**config.mk**
```make
export PLATFORM = sky130hd
export DESIGN_NAME = niosii_system_sysid_arbiter
export DESIGN_NICKNAME = d
export VERILOG_FILES = /design/src/rtl/niosii_system_sysid_arbiter_pkg.sv /design/src/rtl/niosii_system_sysid_arbiter_rr_pick.sv /design/src/rtl/niosii_system_sysid_arbiter.sv
export SDC_FILE = /design/constraint.sdc
export NUM_CORES = 1
export LEC_CHECK = 0
export ABC_AREA = 1
export CAP_MARGIN = 25
export CORE_ASPECT_RATIO = 0.6
export CORE_MARGIN = 4
export CORE_UTILIZATION = 30
export DETAILED_ROUTE_END_ITERATION = 8
export PLACE_DENSITY = 0.7
export SYNTH_ARGS = -nofsm -noshare
export SYNTH_HDL_FRONTEND = slang
export SYNTH_HIERARCHICAL = 1
export SYNTH_SLANG_ARGS = --single-unit
```
**constraint.sdc**
```tcl
create_clock -name clock -period 1.3 [get_ports clock]
set_input_delay 0.13 -clock clock [delete_from_list [all_inputs] [get_ports clock]]
set_output_delay 0.13 -clock clock [all_outputs]
set_load 0.05 [all_outputs]
```
**src/rtl/niosii_system_sysid_arbiter_pkg.sv**
```systemverilog
`default_nettype none
// ============================================================================
//  Module      : niosii_system_sysid_arb_pkg
//  Description : Shared types and constants for the system-ID slave arbiter.
//                Holds the arbiter state encoding, the system-ID data width,
//                the word addresses of the slave, and an index-width helper.
//  Revision    : 1.0 - initial release
// ============================================================================
package niosii_system_sysid_arb_pkg;

    localparam int   SID_DATA_W  = 32;
    localparam logic SID_ID_WORD = 1'b0;   // word 0: system ID
    localparam logic SID_TS_WORD = 1'b1;   // word 1: build timestamp

    typedef enum logic [1:0] {
        ST_BOOT  = 2'd0,
        ST_IDLE  = 2'd1,
        ST_ISSUE = 2'd2,
        ST_RESP  = 2'd3
    } arb_state_t;

    // Width of a requester index; kept at least 1 so a single-requester
    // build still has a legal vector.
    function automatic int idx_width(input int n);
        return (n > 1) ? $clog2(n) : 1;
    endfunction

endpackage
`default_nettype wire

```
**src/rtl/niosii_system_sysid_arbiter_rr_pick.sv**
```systemverilog
`default_nettype none
// ============================================================================
//  Module      : niosii_system_rr_pick
//  Description : Combinational round-robin picker. Returns the lowest
//                requesting index at or after ptr, wrapping to the lowest
//                requesting index overall when none lies at or after ptr.
//  Ports       : req   in  NUM_REQ  request vector
//                ptr   in  IDX_W    round-robin start position
//                any   out 1        at least one request is set
//                grant out IDX_W    winning index (0 when any = 0)
//  Revision    : 1.0 - initial release
// ============================================================================
module niosii_system_rr_pick
    import niosii_system_sysid_arb_pkg::*;
#(
    parameter int NUM_REQ = 2,
    parameter int IDX_W   = idx_width(NUM_REQ)
) (
    input  logic [NUM_REQ-1:0] req,
    input  logic [IDX_W-1:0]   ptr,
    output logic               any,
    output logic [IDX_W-1:0]   grant
);

    always_comb begin
        any   = |req;
        grant = '0;
        // Wrap case first: lowest requesting index overall. Descending
        // iteration leaves the lowest match as the final assignment.
        for (int i = NUM_REQ - 1; i >= 0; i--) begin
            if (req[i]) begin
                grant = IDX_W'(i);
            end
        end
        // A request at or after ptr takes precedence over the wrapped one.
        for (int i = NUM_REQ - 1; i >= 0; i--) begin
            if (req[i] && (IDX_W'(i) >= ptr)) begin
                grant = IDX_W'(i);
            end
        end
    end

endmodule
`default_nettype wire

```
**src/rtl/niosii_system_sysid_arbiter.sv**
```systemverilog
`default_nettype none
// ============================================================================
//  Module      : niosii_system_sysid_arbiter
//  Description : Shares one read-only system-ID slave between NUM_REQ
//                Avalon-MM read masters. After reset it reads word 0 once
//                and flags whether it equals EXPECTED_ID; afterwards the
//                requesters are served round-robin, one read per 3 cycles
//                (IDLE -> ISSUE -> RESP).
//  Ports       : clock             in   1            clock
//                reset             in   1            synchronous, active-high
//                req_read          in   NUM_REQ      read strobes
//                req_address       in   NUM_REQ      word address per requester
//                req_waitrequest   out  NUM_REQ      1 = command not accepted
//                req_readdatavalid out  NUM_REQ      1-cycle data pulse
//                req_readdata      out  32*NUM_REQ   requester i at [32i+31:32i]
//                sid_address       out  1            to system-ID slave
//                sid_readdata      in   32           from system-ID slave
//                boot_done         out  1            ID check complete (sticky)
//                id_ok             out  1            word 0 matched EXPECTED_ID
//  Revision    : 1.0 - initial release
// ============================================================================
module niosii_system_sysid_arbiter
    import niosii_system_sysid_arb_pkg::*;
#(
    parameter int                    NUM_REQ     = 2,
    parameter logic [SID_DATA_W-1:0] EXPECTED_ID = 32'h0000_0000
) (
    input  logic                            clock,
    input  logic                            reset,
    input  logic [NUM_REQ-1:0]              req_read,
    input  logic [NUM_REQ-1:0]              req_address,
    output logic [NUM_REQ-1:0]              req_waitrequest,
    output logic [NUM_REQ-1:0]              req_readdatavalid,
    output logic [SID_DATA_W*NUM_REQ-1:0]   req_readdata,
    output logic                            sid_address,
    input  logic [SID_DATA_W-1:0]           sid_readdata,
    output logic                            boot_done,
    output logic                            id_ok
);

    localparam int               IDX_W  = idx_width(NUM_REQ);
    localparam logic [IDX_W-1:0] C_LAST = IDX_W'(NUM_REQ - 1);

    arb_state_t                          r_state;
    arb_state_t                          w_state_nxt;
    logic [IDX_W-1:0]                    r_rr_ptr;
    logic [IDX_W-1:0]                    r_grant;
    logic                                r_addr;
    logic [NUM_REQ-1:0][SID_DATA_W-1:0]  r_data;
    logic                                r_boot_done;
    logic                                r_id_ok;

    logic                                w_any;
    logic [IDX_W-1:0]                    w_pick;

    niosii_system_rr_pick #(
        .NUM_REQ (NUM_REQ),
        .IDX_W   (IDX_W)
    ) u_rr_pick (
        .req     (req_read),
        .ptr     (r_rr_ptr),
        .any     (w_any),
        .grant   (w_pick)
    );

    // ------------------------------------------------------------------
    // State register
    // ------------------------------------------------------------------
    always_ff @(posedge clock) begin
        if (reset) begin
            r_state <= ST_BOOT;
        end else begin
            r_state <= w_state_nxt;
        end
    end

    // ------------------------------------------------------------------
    // Next state and Avalon handshake outputs
    // ------------------------------------------------------------------
    always_comb begin
        w_state_nxt       = r_state;
        req_waitrequest   = '1;
        req_readdatavalid = '0;
        sid_address       = SID_ID_WORD;
        case (r_state)
            ST_BOOT: begin
                w_state_nxt = ST_IDLE;
            end
            ST_IDLE: begin
                if (w_any) begin
                    w_state_nxt = ST_ISSUE;
                end
            end
            ST_ISSUE: begin
                w_state_nxt              = ST_RESP;
                sid_address              = r_addr;
                req_waitrequest[r_grant] = 1'b0;
            end
            ST_RESP: begin
                w_state_nxt                = ST_IDLE;
                req_readdatavalid[r_grant] = 1'b1;
            end
            default: begin
                w_state_nxt = ST_BOOT;
            end
        endcase
    end

    // ------------------------------------------------------------------
    // Datapath: boot check, grant capture, read data, round-robin pointer
    // ------------------------------------------------------------------
    always_ff @(posedge clock) begin
        if (reset) begin
            r_rr_ptr    <= '0;
            r_grant     <= '0;
            r_addr      <= 1'b0;
            r_data      <= '0;
            r_boot_done <= 1'b0;
            r_id_ok     <= 1'b0;
        end else begin
            case (r_state)
                ST_BOOT: begin
                    // sid_address is word 0 here, so sid_readdata is the ID.
                    r_id_ok     <= (sid_readdata == EXPECTED_ID);
                    r_boot_done <= 1'b1;
                end
                ST_IDLE: begin
                    if (w_any) begin
                        r_grant <= w_pick;
                        r_addr  <= req_address[w_pick];
                    end
                end
                ST_ISSUE: begin
                    r_data[r_grant] <= sid_readdata;
                    // The requester after the one just served gets priority.
                    r_rr_ptr <= (r_grant == C_LAST) ? '0 : r_grant + 1'b1;
                end
                default: begin
                end
            endcase
        end
    end

    assign req_readdata = r_data;
    assign boot_done    = r_boot_done;
    assign id_ok        = r_id_ok;

endmodule
`default_nettype wire
```
# [Word level (Yosys, flattened, before mapping)]
# Cells that the tools add are included.
[op_classes] mul=0 eq_ne=4 bitwise=1 n_reduce_logical=8 n_mux=17 shift=0 n_addsub=1 n_div=0 n_lt_le_gt_ge=5
[ops] op="$bwmux 64" n=1
[ops] op="$demux 32 s1" n=1
[ops] op="$logic_not 32->1" n=1
[ops] op="$mux 32" n=1
[ops] op="$mux 1" n=9
[ops] op="$mux 2" n=3
[ops] op="$pmux 2 s3" n=1
[ops] op="$eq 2x2->1 const B" n=2
[ops] op="$lt 1x2->1 const B" n=2
[ops] op="$reduce_or 2->1" n=2
[ops] op="$logic_and 1x1->1" n=3
[ops] op="$eq 2x1->1 const B" n=1
[ops] op="$ge 1x1->1 const A" n=2
[ops] op="$logic_not 2->1" n=1
[ops] op="$ne 2x1->1 const B" n=1
[ops] op="$not 2->2" n=1
[ops] op="$reduce_and 2->1" n=1
[ops] op="$add 1x1->1 const B" n=1
[ops] op="$demux 1 s1" n=1
[ops] op="$ge 1x1->1 const B" n=1
[word_totals] ramBits=0 reg_bits=71 output_inout_bits=71 mem_count=0 in_bits=38 mem_bits_ro=0 word_cells=44 latch_bits=0

# [Logic depth before layout (Yosys ltp)]
# Gate-level depths: netlist of run 1.
[logic_depth] word_depth=6 mapped_depth=8 mapped_depth_nobuf=8

# [Hierarchy]
# The synthesis of run 1 kept the hierarchy.
[by_module_without_submodules] mod="niosii_system_sysid_arbiter" instances=1 seq_area_each_um2=1421.4 area_per_inst_um2=2631.3 cells_per_inst=326
[by_module_without_submodules] mod="niosii_system_rr_pick" instances=1 seq_area_each_um2=0.0 area_per_inst_um2=18.8 cells_per_inst=4

# [Worst setup path before layout of run 1]
# OpenSTA, ideal clock, no wires.
[synth_path] kind="register to register" startpoint="register r_state[0]" endpoint="register r_data (netlist bit req_readdata[33])" t_arrival_ns=1.571 required_time_ns=1.234 setup_slack_ns=-0.337 period_less_slack_ns=1.637 setup_time_ns=0.066 path_stages_with_launch=7 path_buffers=1 path_cell_list="dfxtp_1 > inv_1 > ha_1 > nand2_2 > clkbuf_1 > o21ai_0 > nor2_1"
[synth_via] elab_chain_len=1
[synth_rtl] element="start, declared" line="niosii_system_sysid_arbiter.sv:44" text="arb_state_t r_state;"
[synth_rtl] element="start signal, assigned" line="niosii_system_sysid_arbiter.sv:73" text="r_state <= w_state_nxt;"
[synth_rtl] element="$eq 2x2->1" line="niosii_system_sysid_arbiter.sv:121" text="case (r_state)"
[synth_rtl] element="end signal, assigned by index" line="niosii_system_sysid_arbiter.sv:134" text="r_data[r_grant] <= sid_readdata;"
[synth_rtl] element="end, declared" line="niosii_system_sysid_arbiter.sv:49" text="logic [NUM_REQ-1:0][SID_DATA_W-1:0] r_data;"
# Every way passes these cells.
# A chain may end at the register's enable or synchronous reset.

# [Final worst setup path of run 1]
[layout_path] startpoint="register r_state[0]" endpoint="output sid_address"
[layout_via] elab_chain_len=2
[layout_rtl] element="$eq 2x2->1" line="niosii_system_sysid_arbiter.sv:85" text="case (r_state)"
[layout_rtl] element="$mux 1" line="niosii_system_sysid_arbiter.sv:85"
[layout_rtl] element="end, declared" line="niosii_system_sysid_arbiter.sv:35" text="output logic sid_address,"
# Every way passes these cells.

==> impl_metrics.json, run 1 <==
{
  "finalInstanceArea_um2": 5160,
  "cts_hold_buf": 0,
  "drt_iter0_markers": 143,
  "gr-usage-met1_pct": 22.2,
  "drc": 0,
  "setup_ws_ns": -0.0718,
  "met2_usage_pct": 23.7,
  "start_util_pct": 31.0,
  "grt_use_total_pct": 16.2,
  "place.gp.congestion": 0.781,
  "cap_violations": 0,
  "htree_levels": 3,
  "max_stage_delay_ns": 0.35,
  "max_freq_mhz": 729,
  "grtUsageMet3_pct": 7.16,
  "grt_pass1_vias": 2528,
  "avgSynthCellArea_um2": 8.03,
  "cp_data_arrival_time_ns": 1.24,
  "min_path_type": "primary input to flip-flop",
  "drt_wl_total_um": 8370,
  "required_ns": 1.17,
  "drive_gt1_share_pct": 29.9,
  "rsz0062_at_grt": "yes",
  "hold_viol": 0,
  "dr.pass1.iters": 4,
  "violations": "setup timing",
  "antenna_found_initial": 0,
  "dp_cells": 551,
  "status": "finished, violations left",
  "port_buffers": 108,
  "grt_first_pass_wirelength_um": 13100,
  "synth.distinct_cells": 22,
  "fin_crit_ns": 1.37,
  "crit_chain": "inv_2 -> ha_4 -> buf_6 -> nand2_2 -> inv_2 -> buf_12",
  "top_usage_layer": "met2",
  "numCtsBuffers": 9,
  "place_area_um2": 4680,
  "core.rowCount": 26,
  "ys_seq_elements": 71,
  "powerDensity_nw_per_um2": 1690,
  "drv_slew": 0,
  "ios": 109,
  "area_growth_pct": 94.6,
  "startpoint_type": "flip-flop",
  "grt_max_degree": 42,
  "worst-path-stages": 6,
  "yosys_warnings": 6,
  "hpwl_um": 6300,
  "path_class": "flip-flop to output port",
  "irDropWorstVdd_mv": 0.773,
  "power_mw": 8.73,
  "critPathMaxFanout": 3,
  "clockBufferDepth": 2,
  "clockRootBuffer": "clkbuf_16",
  "area.sequential_um2": 1430,
  "reg2regPathDepth": 8,
  "final_cells": 570,
  "pre_cts_ws_ns": -0.0361,
  "final_common_cell": "buf_12",
  "tightest_slew_ns": 0.227,
  "worst_path_max_delay_cell": "dfxtp_2",
  "synth_cells": 330,
  "wl_per_cell_um": 14.7,
  "setup_tns_ns": -0.351,
  "setup_viol": 17,
  "p_leak_nw": 2.16,
  "grt.overflow.total": 0,
  "coreArea_um2": 8560,
  "cts_tree": "yes",
  "worst_setup_path_end_kind": "output port",
  "nets": 496,
  "dieHeight_um": 80.8,
  "path_buf_inv": 4,
  "hold_path_depth": 3,
  "cts.sinks": 71,
  "fin_skew_ns": 0.00636,
  "min_period_over_period_pct": 106,
  "detail_route.vias_per_cell": 4.56,
  "clk_pin_slew_ns": 0.06,
  "layout_common_cells": "buf_12, dfxtp_1, nor2_1, o21ai_1, a21oi_1",
  "clk_latency_ns": 0.32,
  "die-area_um2": 10500,
  "syn_nets": 372,
  "via_count": 2598,
  "relSlewSlack_pct": 84.8,
  "fillers": 737,
  "cpMostUsedCell": "inv_2",
  "detail-route-antenna-nets": 0,
  "fp.dieW_um": 129,
  "cp_top_family": "flip-flops",
  "antennaDiodeCount": 0,
  "syn_area_um2": 2650,
  "multiInputGateArea_um2": 1040,
  "yosysSeqAreaShare_pct": 53.6
}
layout make-up:
| class | count | area share, % |
|---|---|---|
| tap | 112 | 2.72 |
| timing repair buffer | 132 | 39.9 |
| clock buffer | 10 | 4.63 |
| clock inverter | 5 | 2.06 |
| sequential | 71 | 27.7 |
| inverter | 38 | 2.84 |
| multi-input combinational | 202 | 20.2 |
layer usage:
metal	vias to the layer above	wire length (um)
met5	-	0
met4	0	53
met3	7	664
met2	65	3610
met1	1204	4040
li1	1322	-
registers in the layout, summed over array words and instances (netlist names):
register / flops
req_readdata: 64
r_rr_ptr: 1
id_ok: 1
r_addr: 1
boot_done: 1
r_grant: 1
r_state: 2
what timing repair did:
action	in CTS	in global routing
setup buffers	4	0
gates resized for setup	25	26
cloned	0	0
pin swaps	7	5
endpoints found under the setup margin	20	54
per-stage QoR:
| step | utilization [%] | hold WS [ns] |
|---|---|---|
| floorplan | - | 0.199 |
| global placement | 54.7 | 0.480 |
| detailed placement | 54.7 | 0.488 |
| CTS | 60.0 | 0.396 |
| global route | 60.3 | 0.413 |
| finish | 60.3 | 0.409 |
logic make-up (layout without fill, tap and decap cells):
group / Yosys count / in the layout / synth area share (%)
buffers and inverters: 57 / 185 / 9.91
adder cells (fa/ha/maj): 4 / 4 / 1.89
AO/OA/AOI/OAI: 117 / 117 / 22.3
AND/OR/NAND/NOR: 81 / 81 / 12.3
flip-flops: 71 / 71 / 53.6
synthesized netlist by cell type:
cell	instances	area (um2)
nand3_1	1	5.00
clkinv_2	1	5.00
a21oi_1	48	240
a211oi_1	1	7.51
ha_1	4	50.1
nand2_2	1	6.26
buf_2	7	35.0
o21ai_0	32	160
nand2_1	12	45.0
nand4_1	3	18.8
inv_1	34	128
nor2_1	62	233
inv_2	3	11.3
dfxtp_1	71	1420
or2_1	1	6.26
buf_6	4	45.0
o21ai_1	35	175
clkbuf_2	1	5.00
clkbuf_1	5	18.8
buf_4	2	15.0
o211ai_1	1	7.51
nor2_4	1	11.3
worst reg2reg max path, stage by stage, from the launching register on:
cell and delay [ns]:
dfxtp_2 0.33, inv_2 0.08, ha_4 0.17, inv_2 0.05
nor2_4 0.10, buf_4 0.16, buf_12 0.17, o21ai_1 0.09
a21oi_1 0.12
path summary, 6_finish.rpt:
path / start / end / slack, ns
worst max-delay path: r_state[0] / sid_address / -0.07
worst min-delay path: sid_readdata[19] / req_readdata[19] / 0.41
worst max register to register: r_state[0] / req_readdata[23] / -0.02
worst min register to register: id_ok / id_ok / 0.49
power by group:
| part | total (mW) | internal [mW] | switching [mW] |
|---|---|---|---|
| clock network | 2.82 | 1.92 | 0.902 |
| registers | 2.80 | 2.48 | 0.324 |
| logic | 3.11 | 1.47 | 1.64 |
No activity file was read; power rests on OpenSTA's default activity.
==> run 2, diff against run 1 <==
--- a/config.mk
+++ b/config.mk
@@ -11,6 +11,7 @@
 export CORE_MARGIN = 4
 export CORE_UTILIZATION = 30
 export DETAILED_ROUTE_END_ITERATION = 8
+export HOLD_SLACK_MARGIN = 0.15
 export PLACE_DENSITY = 0.7
 export SYNTH_ARGS = -nofsm -noshare
 export SYNTH_HDL_FRONTEND = slang
==> results of run 2 <==
No change in the layout: final DEF, timing and power equal those of run 1.
